**src/rtl/lsu_if.sv**
```systemverilog
// Bundle of the pipeline-side and memory-side handshakes of the load/store unit.
// The slave modport is the LSU's view; the master modport drives the LSU (pipeline plus memory).
interface lsu_if #(
  parameter int XLEN = 64
) ();
  localparam int NB = XLEN / 8;

  logic            in_valid;
  logic            in_ready;
  logic [XLEN-1:0] in_addr;
  logic [XLEN-1:0] in_wdata;
  logic            in_is_load;
  logic            in_is_store;
  logic [2:0]      in_funct3;
  logic [4:0]      in_rd;

  logic            out_valid;
  logic            out_ready;
  logic [XLEN-1:0] out_data;
  logic [4:0]      out_rd;
  logic            out_err;

  logic            mem_req_valid;
  logic            mem_req_ready;
  logic [XLEN-1:0] mem_addr;
  logic            mem_wen;
  logic [XLEN-1:0] mem_wdata;
  logic [NB-1:0]   mem_wstrb;
  logic            mem_rsp_valid;
  logic [XLEN-1:0] mem_rdata;

  modport slave (
    input  in_valid, in_addr, in_wdata, in_is_load, in_is_store, in_funct3, in_rd,
    output in_ready,
    output out_valid, out_data, out_rd, out_err,
    input  out_ready,
    output mem_req_valid, mem_addr, mem_wen, mem_wdata, mem_wstrb,
    input  mem_req_ready, mem_rsp_valid, mem_rdata
  );

  modport master (
    output in_valid, in_addr, in_wdata, in_is_load, in_is_store, in_funct3, in_rd,
    input  in_ready,
    input  out_valid, out_data, out_rd, out_err,
    output out_ready,
    input  mem_req_valid, mem_addr, mem_wen, mem_wdata, mem_wstrb,
    output mem_req_ready, mem_rsp_valid, mem_rdata
  );
endinterface

```
**src/rtl/lsu.sv**
```systemverilog
// Single-outstanding load/store unit behind the EX-stage ALU: one aligned bus access per
// instruction, sign/zero-extended load return, store ack, or ALU pass-through.
module lsu #(
  parameter int XLEN = 64
) (
  input  logic  clk,
  input  logic  rst,
  lsu_if.slave  bus
);
  localparam int NB   = XLEN / 8;
  localparam int OFFW = $clog2(NB);

  localparam logic [1:0] S_IDLE = 2'd0;
  localparam logic [1:0] S_REQ  = 2'd1;
  localparam logic [1:0] S_WAIT = 2'd2;
  localparam logic [1:0] S_RESP = 2'd3;

  logic [1:0]      state_q, state_d;
  logic [OFFW-1:0] off_q, off_d;
  logic [2:0]      funct3_q, funct3_d;
  logic            is_load_q, is_load_d;
  logic            out_valid_q, out_valid_d;
  logic [XLEN-1:0] out_data_q, out_data_d;
  logic [4:0]      out_rd_q, out_rd_d;
  logic            out_err_q, out_err_d;
  logic            req_valid_q, req_valid_d;
  logic [XLEN-1:0] mem_addr_q, mem_addr_d;
  logic            mem_wen_q, mem_wen_d;
  logic [XLEN-1:0] mem_wdata_q, mem_wdata_d;
  logic [NB-1:0]   mem_wstrb_q, mem_wstrb_d;

  logic [3:0]      size_s;
  logic            is_store_s;
  logic            illegal_s;
  logic [OFFW-1:0] in_off_s;
  logic [NB-1:0]   strb_s;
  logic [XLEN-1:0] lane_mask_s;
  logic [XLEN-1:0] wdata_sh_s;
  logic [XLEN-1:0] raw_s;
  logic [XLEN-1:0] keep_s;
  logic            sign_s;
  logic [XLEN-1:0] load_val_s;

  assign bus.in_ready      = (state_q == S_IDLE) && !rst;
  assign bus.out_valid     = out_valid_q;
  assign bus.out_data      = out_data_q;
  assign bus.out_rd        = out_rd_q;
  assign bus.out_err       = out_err_q;
  assign bus.mem_req_valid = req_valid_q;
  assign bus.mem_addr      = mem_addr_q;
  assign bus.mem_wen       = mem_wen_q;
  assign bus.mem_wdata     = mem_wdata_q;
  assign bus.mem_wstrb     = mem_wstrb_q;

  // Decode access size, legality and store byte lanes of the incoming instruction.
  always_comb begin
    case (bus.in_funct3[1:0])
      2'd0:    size_s = 4'd1;
      2'd1:    size_s = 4'd2;
      2'd2:    size_s = 4'd4;
      default: size_s = 4'd8;
    endcase
    is_store_s  = bus.in_is_store && !bus.in_is_load;
    in_off_s    = bus.in_addr[OFFW-1:0];
    illegal_s   = ((bus.in_addr[2:0] & 3'(size_s - 4'd1)) != 3'd0)
                || (size_s > 4'(NB))
                || (bus.in_funct3 == 3'b111)
                || (is_store_s && bus.in_funct3[2]);
    strb_s      = NB'((16'd1 << size_s) - 16'd1) << in_off_s;
    lane_mask_s = {XLEN{1'b0}};
    for (int i = 0; i < NB; i++) begin
      lane_mask_s[8*i +: 8] = {8{strb_s[i]}};
    end
    // Lanes outside the strobe are forced to zero so the bus sees deterministic data.
    wdata_sh_s  = (bus.in_wdata << {in_off_s, 3'b000}) & lane_mask_s;
  end

  // Align the returned word and extend it to the access size.
  always_comb begin
    raw_s = bus.mem_rdata >> {off_q, 3'b000};
    case (funct3_q[1:0])
      2'd0: begin
        keep_s = XLEN'(8'hFF);
        sign_s = raw_s[7];
      end
      2'd1: begin
        keep_s = XLEN'(16'hFFFF);
        sign_s = raw_s[15];
      end
      2'd2: begin
        keep_s = XLEN'(32'hFFFF_FFFF);
        sign_s = raw_s[31];
      end
      default: begin
        keep_s = {XLEN{1'b1}};
        sign_s = 1'b0;
      end
    endcase
    if (sign_s && !funct3_q[2]) begin
      load_val_s = raw_s | ~keep_s;
    end else begin
      load_val_s = raw_s & keep_s;
    end
  end

  // Next-state logic of the four-phase request/response sequence.
  always_comb begin
    state_d     = state_q;
    off_d       = off_q;
    funct3_d    = funct3_q;
    is_load_d   = is_load_q;
    out_valid_d = out_valid_q;
    out_data_d  = out_data_q;
    out_rd_d    = out_rd_q;
    out_err_d   = out_err_q;
    req_valid_d = req_valid_q;
    mem_addr_d  = mem_addr_q;
    mem_wen_d   = mem_wen_q;
    mem_wdata_d = mem_wdata_q;
    mem_wstrb_d = mem_wstrb_q;
    case (state_q)
      S_IDLE: begin
        if (bus.in_valid) begin
          off_d     = in_off_s;
          funct3_d  = bus.in_funct3;
          is_load_d = bus.in_is_load;
          out_rd_d  = bus.in_rd;
          if (!bus.in_is_load && !bus.in_is_store) begin
            out_data_d  = bus.in_addr;
            out_err_d   = 1'b0;
            out_valid_d = 1'b1;
            state_d     = S_RESP;
          end else if (illegal_s) begin
            out_data_d  = {XLEN{1'b0}};
            out_err_d   = 1'b1;
            out_valid_d = 1'b1;
            state_d     = S_RESP;
          end else begin
            req_valid_d = 1'b1;
            mem_addr_d  = {bus.in_addr[XLEN-1:OFFW], {OFFW{1'b0}}};
            mem_wen_d   = is_store_s;
            mem_wstrb_d = is_store_s ? strb_s : {NB{1'b0}};
            mem_wdata_d = is_store_s ? wdata_sh_s : {XLEN{1'b0}};
            state_d     = S_REQ;
          end
        end else begin
          state_d = S_IDLE;
        end
      end
      S_REQ: begin
        if (bus.mem_req_ready) begin
          req_valid_d = 1'b0;
          mem_addr_d  = {XLEN{1'b0}};
          mem_wen_d   = 1'b0;
          mem_wstrb_d = {NB{1'b0}};
          mem_wdata_d = {XLEN{1'b0}};
          state_d     = S_WAIT;
        end else begin
          state_d = S_REQ;
        end
      end
      S_WAIT: begin
        if (bus.mem_rsp_valid) begin
          out_data_d  = is_load_q ? load_val_s : {XLEN{1'b0}};
          out_err_d   = 1'b0;
          out_valid_d = 1'b1;
          state_d     = S_RESP;
        end else begin
          state_d = S_WAIT;
        end
      end
      S_RESP: begin
        if (bus.out_ready) begin
          out_valid_d = 1'b0;
          out_data_d  = {XLEN{1'b0}};
          out_rd_d    = 5'd0;
          out_err_d   = 1'b0;
          state_d     = S_IDLE;
        end else begin
          state_d = S_RESP;
        end
      end
      default: begin
        state_d = S_IDLE;
      end
    endcase
  end

  // State and output registers; reset clears everything, including an in-flight request.
  always_ff @(posedge clk) begin
    if (rst) begin
      state_q     <= S_IDLE;
      off_q       <= {OFFW{1'b0}};
      funct3_q    <= 3'd0;
      is_load_q   <= 1'b0;
      out_valid_q <= 1'b0;
      out_data_q  <= {XLEN{1'b0}};
      out_rd_q    <= 5'd0;
      out_err_q   <= 1'b0;
      req_valid_q <= 1'b0;
      mem_addr_q  <= {XLEN{1'b0}};
      mem_wen_q   <= 1'b0;
      mem_wdata_q <= {XLEN{1'b0}};
      mem_wstrb_q <= {NB{1'b0}};
    end else begin
      state_q     <= state_d;
      off_q       <= off_d;
      funct3_q    <= funct3_d;
      is_load_q   <= is_load_d;
      out_valid_q <= out_valid_d;
      out_data_q  <= out_data_d;
      out_rd_q    <= out_rd_d;
      out_err_q   <= out_err_d;
      req_valid_q <= req_valid_d;
      mem_addr_q  <= mem_addr_d;
      mem_wen_q   <= mem_wen_d;
      mem_wdata_q <= mem_wdata_d;
      mem_wstrb_q <= mem_wstrb_d;
    end
  end
endmodule

```
**src/flat_wrapper.sv**
```systemverilog
// flat-port wrapper written by rule: the top's interface ports become plain ports
module lsu_flat 
#(
  parameter int XLEN = 64
)
  (clk, rst, bus_in_valid, bus_in_addr, bus_in_wdata, bus_in_is_load, bus_in_is_store, bus_in_funct3, bus_in_rd, bus_in_ready, bus_out_valid, bus_out_data, bus_out_rd, bus_out_err, bus_out_ready, bus_mem_req_valid, bus_mem_addr, bus_mem_wen, bus_mem_wdata, bus_mem_wstrb, bus_mem_req_ready, bus_mem_rsp_valid, bus_mem_rdata);
  lsu_if #(.XLEN(XLEN)) bus_i ();
  input  logic clk;
  input  logic rst;
  input wire logic [$bits(bus_i.in_valid)-1:0] bus_in_valid;
  input wire logic [$bits(bus_i.in_addr)-1:0] bus_in_addr;
  input wire logic [$bits(bus_i.in_wdata)-1:0] bus_in_wdata;
  input wire logic [$bits(bus_i.in_is_load)-1:0] bus_in_is_load;
  input wire logic [$bits(bus_i.in_is_store)-1:0] bus_in_is_store;
  input wire logic [$bits(bus_i.in_funct3)-1:0] bus_in_funct3;
  input wire logic [$bits(bus_i.in_rd)-1:0] bus_in_rd;
  output wire logic [$bits(bus_i.in_ready)-1:0] bus_in_ready;
  output wire logic [$bits(bus_i.out_valid)-1:0] bus_out_valid;
  output wire logic [$bits(bus_i.out_data)-1:0] bus_out_data;
  output wire logic [$bits(bus_i.out_rd)-1:0] bus_out_rd;
  output wire logic [$bits(bus_i.out_err)-1:0] bus_out_err;
  input wire logic [$bits(bus_i.out_ready)-1:0] bus_out_ready;
  output wire logic [$bits(bus_i.mem_req_valid)-1:0] bus_mem_req_valid;
  output wire logic [$bits(bus_i.mem_addr)-1:0] bus_mem_addr;
  output wire logic [$bits(bus_i.mem_wen)-1:0] bus_mem_wen;
  output wire logic [$bits(bus_i.mem_wdata)-1:0] bus_mem_wdata;
  output wire logic [$bits(bus_i.mem_wstrb)-1:0] bus_mem_wstrb;
  input wire logic [$bits(bus_i.mem_req_ready)-1:0] bus_mem_req_ready;
  input wire logic [$bits(bus_i.mem_rsp_valid)-1:0] bus_mem_rsp_valid;
  input wire logic [$bits(bus_i.mem_rdata)-1:0] bus_mem_rdata;
  assign bus_i.in_valid = bus_in_valid;
  assign bus_i.in_addr = bus_in_addr;
  assign bus_i.in_wdata = bus_in_wdata;
  assign bus_i.in_is_load = bus_in_is_load;
  assign bus_i.in_is_store = bus_in_is_store;
  assign bus_i.in_funct3 = bus_in_funct3;
  assign bus_i.in_rd = bus_in_rd;
  assign bus_in_ready = bus_i.in_ready;
  assign bus_out_valid = bus_i.out_valid;
  assign bus_out_data = bus_i.out_data;
  assign bus_out_rd = bus_i.out_rd;
  assign bus_out_err = bus_i.out_err;
  assign bus_i.out_ready = bus_out_ready;
  assign bus_mem_req_valid = bus_i.mem_req_valid;
  assign bus_mem_addr = bus_i.mem_addr;
  assign bus_mem_wen = bus_i.mem_wen;
  assign bus_mem_wdata = bus_i.mem_wdata;
  assign bus_mem_wstrb = bus_i.mem_wstrb;
  assign bus_i.mem_req_ready = bus_mem_req_ready;
  assign bus_i.mem_rsp_valid = bus_mem_rsp_valid;
  assign bus_i.mem_rdata = bus_mem_rdata;
  lsu #(.XLEN(XLEN)) u_core (.clk(clk), .rst(rst), .bus(bus_i));
endmodule
```
**config.mk**
```make
export PLATFORM = sky130hd
export DESIGN_NAME = lsu_flat
export DESIGN_NICKNAME = d
export VERILOG_FILES = /design/src/rtl/lsu_if.sv /design/src/rtl/lsu.sv /design/src/flat_wrapper.sv
export SDC_FILE = /design/constraint.sdc
export NUM_CORES = 1
export LEC_CHECK = 0
export ABC_AREA = 1
export CORE_MARGIN = 4
export CORE_UTILIZATION = 43
export DETAILED_ROUTE_END_ITERATION = 8
export GPL_ROUTABILITY_DRIVEN = 0
export HOLD_SLACK_MARGIN = 0.06
export PLACE_DENSITY = 0.88
export SETUP_SLACK_MARGIN = 0.2
export SYNTH_ARGS = -nofsm -noshare
export SYNTH_HDL_FRONTEND = slang
export SYNTH_SLANG_ARGS = --single-unit
```
**constraint.sdc**
```tcl
create_clock -name clk -period 2.1 [get_ports clk]
set_clock_uncertainty 0.15 [all_clocks]
set_input_delay 0.525 -clock clk [delete_from_list [all_inputs] [get_ports clk]]
set_output_delay 0.525 -clock clk [all_outputs]
set_load 0.02 [all_outputs]
```
==> flow_summary.rst <==
.. list-table::
   :header-rows: 1

   * - Metric
     - Value
   * - Status
     - finished clean
   * - Top delay family on crit path
     - buffers and inverters
   * - Grt total ovfl
     - 0
   * - Largest driver fanout on the critical path
     - 3
   * - Max_slew headroom
     - ~50%
   * - Total number of yosys warnings
     - 0
   * - Area used by multi-input combinational logic
     - ~7600 um^2
   * - # clock sinks
     - 215
   * - Initial Util
     - between 40 and 50%
   * - Post-route clock period utilization
     - about 99%
   * - Cell count after synthesis
     - around 1900
   * - All-Layer GR Usage
     - between 30% and 40%
   * - Synthesis-to-finish area growth
     - 66.5%
   * - VDD IR-drop max
     - ~650 uV
   * - Cell-by-cell listing of the critical path
     - clkdlybuf4s50_1 > nand2_1 > o21ai_0 > buf_4 > o21ai_0 > buf_4 > nand2_1 > nand3_1 > a21oi_1
   * - Post-synthesis compound-gate area fraction
     - between 20 and 30%
   * - Total via count after detailed routing
     - ~17000
   * - DRC violation count after routing
     - 0
   * - CTS tree
     - built
   * - Primary flip-flop cell chosen by synthesis mapping
     - sky130_fd_sc_hd__dfxtp_1
   * - Via count normalized by instance count
     - between 5 and 6
   * - Unrepaired setup endpoints after global routing
     - yes
   * - Number of synthesized flops with an enable pin
     - 0
   * - Height of the chip
     - 175 um
   * - Critical path class
     - primary input to flop
   * - Hold Path Class
     - primary input to flop
   * - Final wirelength
     - roughly 60000 um
   * - Count of pins over their slew limit
     - 0
   * - Power density cells
     - between 800 and 900 nW/um^2
   * - IO buf count
     - between 400 and 500
   * - Static Leakage
     - about 0.0085 uW
   * - Post-route insts no fill
     - approximately 2800
   * - Leading cell type in the layout, fill and taps excluded
     - sky130_fd_sc_hd__nand2_1
   * - Worst setup EP type
     - flop
   * - Post-route setup slack
     - roughly 23 ps
   * - Fraction of the mapped netlist area in simple logic gates
     - between 20% and 30%
   * - Clock insertion delay at the later pin of the skew report
     - 520 ps
   * - Max-cap viol count
     - 0
   * - Clock transition at path regs
     - 60 ps
   * - Die extent in x
     - roughly 170 um
   * - Final cell area excluding filler cells
     - around 20000 um^2
   * - Placed Cells incl. Taps
     - approximately 2700
   * - Average size of a mapped cell
     - 6.41 um^2
   * - Post-synthesis mux area share
     - less than 1%
   * - WL/cell
     - approximately 22 um
   * - Worst reg2reg endpoint
     - u_core.bus.out_data[56]
   * - Count of buffering cells on the critical path with inverters included
     - 3
   * - Detailed Route Iter0 Violations
     - approximately 2700
   * - Leading cell types in the layout, fill and taps excluded
     - 470 x sky130_fd_sc_hd__nand2_1, 261 x sky130_fd_sc_hd__a21oi_1, 210 x sky130_fd_sc_hd__dfxtp_1
   * - Die footprint
     - 30600 um^2
   * - DP Wirelength
     - about 40000 um
   * - Cell depth of the worst hold path
     - 3
   * - Share of cells above drive strength 1
     - 25.5%
   * - Worst-Margin Slew
     - 748 ps
   * - Register area share after synthesis
     - a little over a third
   * - Critical hold path startpoint
     - bus_in_addr[2]
   * - Post-synthesis register bit count
     - around 220
   * - Source of the worst register-to-register timing path
     - u_core.off_q[0]
   * - Number of optimization iterations in the first detailed-route pass
     - 8
   * - Placed cell areas
     - roughly 18000 um^2
   * - Top Ports
     - 418
   * - Number of antenna-violating nets in the routed design
     - 0
   * - Tot Pwr
     - 16400 uW
   * - Terminating pin of the worst hold path
     - u_core.off_q[2]
   * - Number of antenna violations at the first check in global routing
     - 4
   * - Post-synthesis share of cell area spent on xor and xnor gates
     - 0%
   * - Post-synth ARST share
     - 0%
   * - Layout Nets
     - 2599
   * - Upper clock frequency limit
     - approximately 480 MHz
   * - Number of buffers between clock root and the deepest sink
     - 3
   * - Setup slack of the most critical reg-to-reg path
     - 30 ps
   * - Global-route wire length before repair
     - about 85000 um
   * - Combinational family with the most area after synthesis
     - simple AND/OR/NAND/NOR gates
   * - Total CTS buffers
     - 25
   * - Via count of the first global-routing pass
     - roughly 16000
   * - Pre-CTS setup slack
     - -518 ps
   * - Number of core rows
     - 60
   * - Startpoint type of the worst setup path
     - primary input
   * - Depth of the CTS H-tree
     - 1
   * - Final TNS setup
     - 0 ps
   * - CP required
     - 2310 ps
   * - Area of the core
     - between 20000 and 30000 um^2
   * - Number of buffers inserted by hold repair at cts
     - 0
   * - Maximum number of pins on one net before global-route repair
     - around 140
   * - Count of endpoints failing setup in the final report
     - 0
   * - Maximum single-stage delay on the critical path
     - between 500 and 600 ps
   * - Time the final worst path needs with I/O delays and setup
     - between 2000 and 2500 ps
   * - Final Hold Vio Count
     - 0
   * - Post-synthesis share of cell area spent on full adders, half adders and majority gates
     - 0%
   * - Data arrival at the endpoint of the critical path
     - 2290 ps
   * - Slowest stage cell on the critical path
     - sky130_fd_sc_hd__o21ai_0
   * - Count of different cell masters after synthesis
     - 46
   * - Number of fill cells in the layout
     - around 1900
   * - Worst Reg2Reg Path Length in Cells
     - 14
   * - Post-synthesis instance area
     - 12000 um^2
   * - Clock tree root buffer cell
     - sky130_fd_sc_hd__clkbuf_16
   * - Area taken by flip-flops and latches
     - about 4300 um^2
[tightest hold or removal path, delay by kind of cell]
kind	cells	cell delay [ps]
AOI/OAI and AO/OA	2	230
buffers and inverters	1	170
[layout make-up]
| type | count | area share [%] |
|---|---|---|
| Inverter | 93 | 2.00 |
| Clock buffer | 32 | 3.47 |
| Antenna cell | 4 | 0.0502 |
| Sequential cell | 215 | 21.7 |
| Timing Repair Buffer | 644 | 31.4 |
| Tap cell | 372 | 2.34 |
| Clock inverter | 12 | 0.773 |
| Multi-Input combinational cell | 1412 | 38.3 |
[synthesized netlist by cell type, types with 5 or more instances]
master                       n  area share [%]
sky130_fd_sc_hd__nand2_1   544              17
sky130_fd_sc_hd__a21oi_1   336              14
sky130_fd_sc_hd__dfxtp_1   215              36
sky130_fd_sc_hd__o21ai_0   177             7.4
sky130_fd_sc_hd__nand3_1   127             5.3
sky130_fd_sc_hd__inv_1      78             2.4
sky130_fd_sc_hd__clkbuf_1   77             2.4
sky130_fd_sc_hd__nor2_1     74             2.3
sky130_fd_sc_hd__buf_2      47             2.0
sky130_fd_sc_hd__o21ai_1    22            0.92
sky130_fd_sc_hd__or2_2      22             1.2
sky130_fd_sc_hd__buf_4      14            0.88
sky130_fd_sc_hd__nor3_1     13            0.54
sky130_fd_sc_hd__a31oi_1    11            0.58
sky130_fd_sc_hd__buf_1       9            0.28
sky130_fd_sc_hd__nand4_1     9            0.47
sky130_fd_sc_hd__o211ai_1    9            0.56
sky130_fd_sc_hd__inv_2       8            0.25
sky130_fd_sc_hd__mux2i_1     7            0.59
sky130_fd_sc_hd__o221ai_1    7            0.51
sky130_fd_sc_hd__o22ai_1     7            0.37
sky130_fd_sc_hd__nor4_1      6            0.31
sky130_fd_sc_hd__o21a_1      6            0.38
sky130_fd_sc_hd__clkinv_1    5            0.16
sky130_fd_sc_hd__o22a_1      5            0.37
[logic make-up after synthesis]
kind of cell	Yosys count
other	1
buffers and inverters	245
muxes	7
DFF	215
and+or+nand+nor	812
AOI/OAI and AO/OA	588
[through the flow]
stage / util (%) / hold WS (ps)
final: 73.3 / 304
after global routing: 73.3 / 319
after CTS: 70.7 / 273
after detailed placement: 64.7 / 304
after global placement: 64.7 / 301
after floorplan: - / 280
[routing by layer]
metal  GRT usage [%]  routed length (um)  part of all wire, %  vias to the layer above
met5               0                  13                0.022                        -
met4            17.8                4680                  7.7                        2
li1                -                   -                    -                     7336
met1            42.6               21200                   35                     7513
met3            10.0                7870                   13                      387
met2            54.1               26600                   44                     1436
[where the power goes]
| group | internal (uW) | switching [uW] | total (uW) |
|---|---|---|---|
| logic | 2930 | 4140 | 7060 |
| registers | 4530 | 303 | 4840 |
| clock network | 2700 | 1790 | 4500 |
[state kept, by name, summed over array words and instances (netlist names), 2 cells and up]
name,cells
u_core.bus.mem_wdata,64
u_core.bus.out_data,64
u_core.bus.mem_addr,61
u_core.bus.mem_wstrb,8
u_core.bus.out_rd,5
u_core.funct3_q,3
u_core.off_q,3
u_core.state_q,2
[worst max-delay path by stage]
stage,cells after the start,end,slack (ps),startpoint
after global routing,13,u_core.bus.out_data[56],2,u_core.off_q[0]
after detailed placement,11,u_core.bus.mem_wdata[43],-520,bus_in_is_load
after floorplan,12,u_core.bus.mem_wdata[43],170,bus_in_addr[1]
final,9,u_core.bus.mem_wdata[59],20,bus_in_wdata[11]
after global placement,12,u_core.bus.mem_wdata[43],-400,bus_in_funct3[2]
after CTS,4,bus_in_ready,110,u_core.state_q[0]
[what timing repair did]
item | 4_1_cts | 5_1_grt
setup endpoints to repair | 390 | 283
pin swaps | 37 | 42
cloned | 9 | 7
setup buffers | 19 | 13
resized for setup | 484 | 325
(Power assumes the default switching activity.)
